$ cat config.mk
export PLATFORM = sky130hd
export DESIGN_NAME = sobel_ahb_master
export DESIGN_NICKNAME = d
export VERILOG_FILES = /design/src/rtl/sobel_ahb_master.sv
export SDC_FILE = /design/constraint.sdc
export NUM_CORES = 1
export LEC_CHECK = 0
export ABC_AREA = 0
export CORE_MARGIN = 2
export CORE_UTILIZATION = 36
export CTS_CLUSTER_DIAMETER = 30
export CTS_CLUSTER_SIZE = 24
export DETAILED_ROUTE_END_ITERATION = 7
export PLACE_DENSITY = 0.9
export SYNTH_ARGS = -nofsm -noshare
export SYNTH_HDL_FRONTEND = slang
export SYNTH_SLANG_ARGS = --single-unit
$ cat constraint.sdc
create_clock -name HCLK -period 2.8 [get_ports HCLK]
set_input_delay 0.56 -clock HCLK [delete_from_list [all_inputs] [get_ports HCLK]]
set_output_delay 0.56 -clock HCLK [all_outputs]
set_load 0.03 [all_outputs]
$ cat src/rtl/sobel_ahb_master.sv
// AHB-Lite initiator for the Sobel slave: one window write, then one result read, per request.
// Optional read-data timeout is compiled in with `define SOBEL_MASTER_TIMEOUT_EN.
module sobel_ahb_master #(
    parameter logic [31:0] BASE_ADDR      = 32'h0000_0000,
    parameter int unsigned TIMEOUT_CYCLES = 256
) (
    input  logic        HCLK,
    input  logic        HRESETn,
    input  logic        req_valid,
    output logic        req_ready,
    input  logic [63:0] req_pixels,
    input  logic [3:0]  req_brightness,
    output logic        res_valid,
    output logic [3:0]  res_pixel,
    output logic        err,
    output logic        busy,
    output logic [31:0] HADDR,
    output logic [1:0]  HTRANS,
    output logic        HWRITE,
    output logic [2:0]  HSIZE,
    output logic [67:0] HWDATA,
    input  logic        HREADY,
    input  logic [67:0] HRDATA
);

    localparam logic [1:0] HTRANS_IDLE   = 2'b00;
    localparam logic [1:0] HTRANS_NONSEQ = 2'b10;

    typedef enum logic [2:0] {
        S_IDLE,
        S_WR_ADDR,
        S_WR_DATA,
        S_RD_ADDR,
        S_RD_DATA
    } state_e;

    state_e      state_q, state_d;
    logic [31:0] haddr_q, haddr_d;
    logic [1:0]  htrans_q, htrans_d;
    logic        hwrite_q, hwrite_d;
    logic [67:0] hwdata_q, hwdata_d;
    logic        res_valid_q, res_valid_d;
    logic [3:0]  res_pixel_q, res_pixel_d;
    logic        accept;
    logic        rd_done;

`ifdef SOBEL_MASTER_TIMEOUT_EN
    localparam int CNT_W_RAW = $clog2(TIMEOUT_CYCLES + 1);
    localparam int CNT_W     = (CNT_W_RAW < 8) ? 8 : ((CNT_W_RAW > 16) ? 16 : CNT_W_RAW);
    localparam logic [CNT_W-1:0] TMO_LAST = CNT_W'(TIMEOUT_CYCLES - 1);

    logic [CNT_W-1:0] tmo_cnt_q, tmo_cnt_d;
    logic             err_q;
    logic             tmo_hit;
    logic             timeout;

    // The wait that reaches the limit aborts on its own edge instead of counting once more.
    assign tmo_hit = !HREADY && (tmo_cnt_q == TMO_LAST);

    always_comb begin
        tmo_cnt_d = '0;
        if (state_q == S_RD_DATA && !HREADY) begin
            tmo_cnt_d = tmo_cnt_q + CNT_W'(1);
        end
    end

    always_ff @(posedge HCLK or negedge HRESETn) begin
        if (!HRESETn) begin
            tmo_cnt_q <= '0;
            err_q     <= 1'b0;
        end else begin
            tmo_cnt_q <= tmo_cnt_d;
            err_q     <= timeout;
        end
    end

    assign err = err_q;
`else
    assign err = 1'b0;
`endif

    // Next-state and bus-phase decode.
    // NOTE: every signal driven here gets a default first, so no path can infer a latch.
    always_comb begin
        state_d = state_q;
        accept  = 1'b0;
        rd_done = 1'b0;
`ifdef SOBEL_MASTER_TIMEOUT_EN
        timeout = 1'b0;
`endif
        case (state_q)
            S_IDLE: begin
                if (req_valid) begin
                    accept  = 1'b1;
                    state_d = S_WR_ADDR;
                end
            end
            S_WR_ADDR: if (HREADY) state_d = S_WR_DATA;
            S_WR_DATA: if (HREADY) state_d = S_RD_ADDR;
            S_RD_ADDR: if (HREADY) state_d = S_RD_DATA;
            S_RD_DATA: begin
                if (HREADY) begin
                    rd_done = 1'b1;
                    state_d = S_IDLE;
                end
`ifdef SOBEL_MASTER_TIMEOUT_EN
                else if (tmo_hit) begin
                    timeout = 1'b1;
                    state_d = S_IDLE;
                end
`endif
            end
            default: state_d = S_IDLE;
        endcase
    end

    // Bus outputs are registered, so they are computed from the state being entered.
    always_comb begin
        haddr_d     = haddr_q;
        hwrite_d    = hwrite_q;
        htrans_d    = HTRANS_IDLE;
        hwdata_d    = hwdata_q;
        res_valid_d = rd_done;
        res_pixel_d = res_pixel_q;

        if (state_d == S_WR_ADDR) begin
            haddr_d  = BASE_ADDR;
            hwrite_d = 1'b1;
            htrans_d = HTRANS_NONSEQ;
        end else if (state_d == S_RD_ADDR) begin
            haddr_d  = BASE_ADDR + 32'd4;
            hwrite_d = 1'b0;
            htrans_d = HTRANS_NONSEQ;
        end

        if (accept) begin
            hwdata_d = {req_pixels, req_brightness};
        end
        if (rd_done) begin
            res_pixel_d = HRDATA[3:0];
        end
    end

    // NOTE: state registers use non-blocking assignments so all flops update from pre-edge values.
    always_ff @(posedge HCLK or negedge HRESETn) begin
        if (!HRESETn) begin
            state_q     <= S_IDLE;
            haddr_q     <= '0;
            htrans_q    <= HTRANS_IDLE;
            hwrite_q    <= 1'b0;
            hwdata_q    <= '0;
            res_valid_q <= 1'b0;
            res_pixel_q <= '0;
        end else begin
            state_q     <= state_d;
            haddr_q     <= haddr_d;
            htrans_q    <= htrans_d;
            hwrite_q    <= hwrite_d;
            hwdata_q    <= hwdata_d;
            res_valid_q <= res_valid_d;
            res_pixel_q <= res_pixel_d;
        end
    end

    assign req_ready = (state_q == S_IDLE);
    assign busy      = (state_q != S_IDLE);
    assign HADDR     = haddr_q;
    assign HTRANS    = htrans_q;
    assign HWRITE    = hwrite_q;
    assign HSIZE     = 3'b011;
    assign HWDATA    = hwdata_q;
    assign res_valid = res_valid_q;
    assign res_pixel = res_pixel_q;

    // Only the low nibble of read data carries the result pixel.
    logic unused_ok;
    assign unused_ok = ^{HRDATA[67:4], TIMEOUT_CYCLES};

endmodule
==> results <==
-- layout make-up --
cell class	count	area, sq um
Clock buffer	9	124
Clock inverter	7	66.3
Fill cell	762	4130
Inverter	4	15.0
Multi-Input combinational cell	130	1100
Sequential cell	79	1980
Tap cell	111	139
Timing Repair Buffer	155	1560
-- per-stage QoR --
step,util,instance area (sq um),cells
finish,0.546,4970,495
global route,0.546,4970,495
CTS,0.546,4970,495
detailed placement,0.525,4780,479
global placement,0.525,4780,479
floorplan,-,3470,261
-- how the worst max path moves through the flow --
stage | start | to | slack [ns]
floorplan | state_q[2] | req_ready | 1.07
global placement | req_valid | HWDATA[31] | 0.43
detailed placement | req_valid | HWDATA[17] | 0.41
CTS | state_q[0] | req_ready | 0.39
global route | state_q[0] | req_ready | 0.30
finish | state_q[0] | req_ready | 0.42
-- registers in the layout, summed over array words and instances (netlist names) --
name,flops
res_valid,1
HWDATA,68
HWRITE,1
HADDR,1
res_pixel,4
state_q,3
HTRANS,1
-- worst max-delay path, cell delays in order, from the launching register on --
cell             delay [ns]
dfrtp_1                0.48
nor2_1                 0.19
nand2_1                0.10
inv_1                  0.06
clkdlybuf4s50_1        0.66
-- power groups by stage --
| stage | registers, mW | clock network [mW] | logic [mW] |
|---|---|---|---|
| after global routing | 2.11 | 0.883 | 3.65 |
| after global placement | 2.02 | 0 | 3.46 |
| final | 2.03 | 0.794 | 3.48 |
| after CTS | 2.04 | 0.834 | 3.53 |
| after detailed placement | 2.07 | 0 | 3.52 |
| after floorplan | 3.11 | 0 | 1.07 |
-- cell families after synthesis --
family                    after synthesis
DFF                                    79
muxes                                  72
buffers and inverters                  52
and+or+nand+nor                        13
AOI/OAI and AO/OA                       8
other                                   2
xor gates and xnor gates                1
-- cells in the mapped netlist --
library cell  number
nor3b_4            1
inv_1              4
o32ai_1            1
nand2_1            4
a211o_1            2
o31ai_1            2
nor2_1             2
clkbuf_1           3
xnor2_1            1
a31oi_1            2
mux2_2            66
mux2_1             6
conb_1             2
or2_2              1
buf_2              1
a211oi_1           1
buf_6              8
and3_1             3
buf_4             36
nor2b_2            1
dfrtp_1           79
nand2b_1           1
-- routing by layer --
layer | share of wire | vias to the layer above | global-route usage
met3 | 0.070 | 5 | 0.0418
met4 | 0.011 | 0 | 0.0379
met2 | 0.53 | 94 | 0.246
li1 | - | 1002 | -
met1 | 0.39 | 1089 | 0.162
met5 | 0 | - | 0
==> flow_summary.toml <==
[outcome]
outcome = "completed"

[finish]
most-common-layout-cells = "clkdlybuf4s50_1 (152), dfrtp_1 (79), mux2_2 (66)"
layout-drive-gt1-share = 0.229
antenna_cells = 0
areaGrowthSynthToFinish_pct = 49.0
layout_commonest_cell = "clkdlybuf4s50_1"
final_nets = 519

[yosys]
yosys-mux-area-fraction = 0.243
yosys.area.top_type = "dfrtp_1"
yosysSeqAreaShare = 0.592
postSynthAreaPerCell_sq_um = 14.7
synthSimpleGateAreaFrac = 0.0244
yosys_warnings = 0
netlist_top_cells_area = "dfrtp_1 (59%), mux2_2 (22%), buf_4 (8.1%)"
synth-compound-area-share = 0.0184
ys_ff_latch = 79
syn_area_sq_um = 3340
synthAdderAreaFrac = 0
synth_cells = 227
synth.distinct_cells = 22
synth_xor_area_frac = 0.00262
synth_top_family_by_area = "multiplexers"
netlist.area_leader.share = 0.592

[power]
intPower_mw = 3.69
power.switching_mw = 2.62
peakVddDrop_uv = 539
p_leak_nw = 2.11
p_total_mw = 6.31
seq_power_share = 0.322
p_sw_frac = 0.416
p_per_area_nw_per_um2 = 1270
combPwrFrac = 0.552
p_clk_frac = 0.126

[floorplan]
start_util = 0.366
die-area_sq_um = 10100
num_rows = 35
fp.dieW_um = 100
die_y_um = 100
ioPinCount = 254
core_sq_um = 9110

[min_path]
hold_path.class = "input pin to async pin"

[placement]
gp_congestion = 0.724
pre_cts_ws_ns = 0.406
port_buffers = 153
dpl.hpwl_um = 5400

[clock_network]
cts_made_buffers = 9
clock_path_buffers = 2
clk_pin_slew_ns = 0.10
htreeDepth = 3
clk_latency_ns = 0.35
cts_setup_buffers = 0
cts_hold_buf = 0
clockRootBuffer = "clkbuf_8"
cts_resized = 0
cts_tree = "done"
cts_sinks = 79

[sta]
maxSlewViolCount = 0
worst_slack_ns = 0.416
min_period_ns = 2.38
period_share = 0.851
setup_viol = 0
maxSlewHeadroom = 0.349
hold_violations = 0
fmax_ghz = 0.419
worst-slew-pin-transition_ns = 0.976
whs_ns = 0.352
fin_setup_tns_ns = 0
rsz0062_at_grt = "false"
fin_skew_ns = 0.0210

[global_routing]
grt_pass1_vias = 2210
grt_pass1_wl_um = 11000
grt_use_total = 0.138
gr-total-overflow = 0
grt_max_degree = 80
antenna_found_initial = 0

[critical_path]
cp-end-kind = "output pin"
reg2reg_depth = 4
start_kind = "register"
required_ns = 2.24
critPathMaxFanout = 7
reg2reg_slack_ns = 0.95
r2r_end = "HWDATA[12]"
rr_startpoint = "state_q[1]"
critical_path_class = "register to output pin"
cp.arrival_ns = 1.82

[detailed_routing]
drtIter0Drc = 45
num_vias = 2190
postRouteAntennaNets = 0
via_per_inst = 4.42
first_pass_iters = 4
wl_per_cell_um = 14.5
drc_errors = 0
routed_wl_um = 7200

[run]
drv_cap = 0
Note: power is estimated with default switching activity, not from simulation.
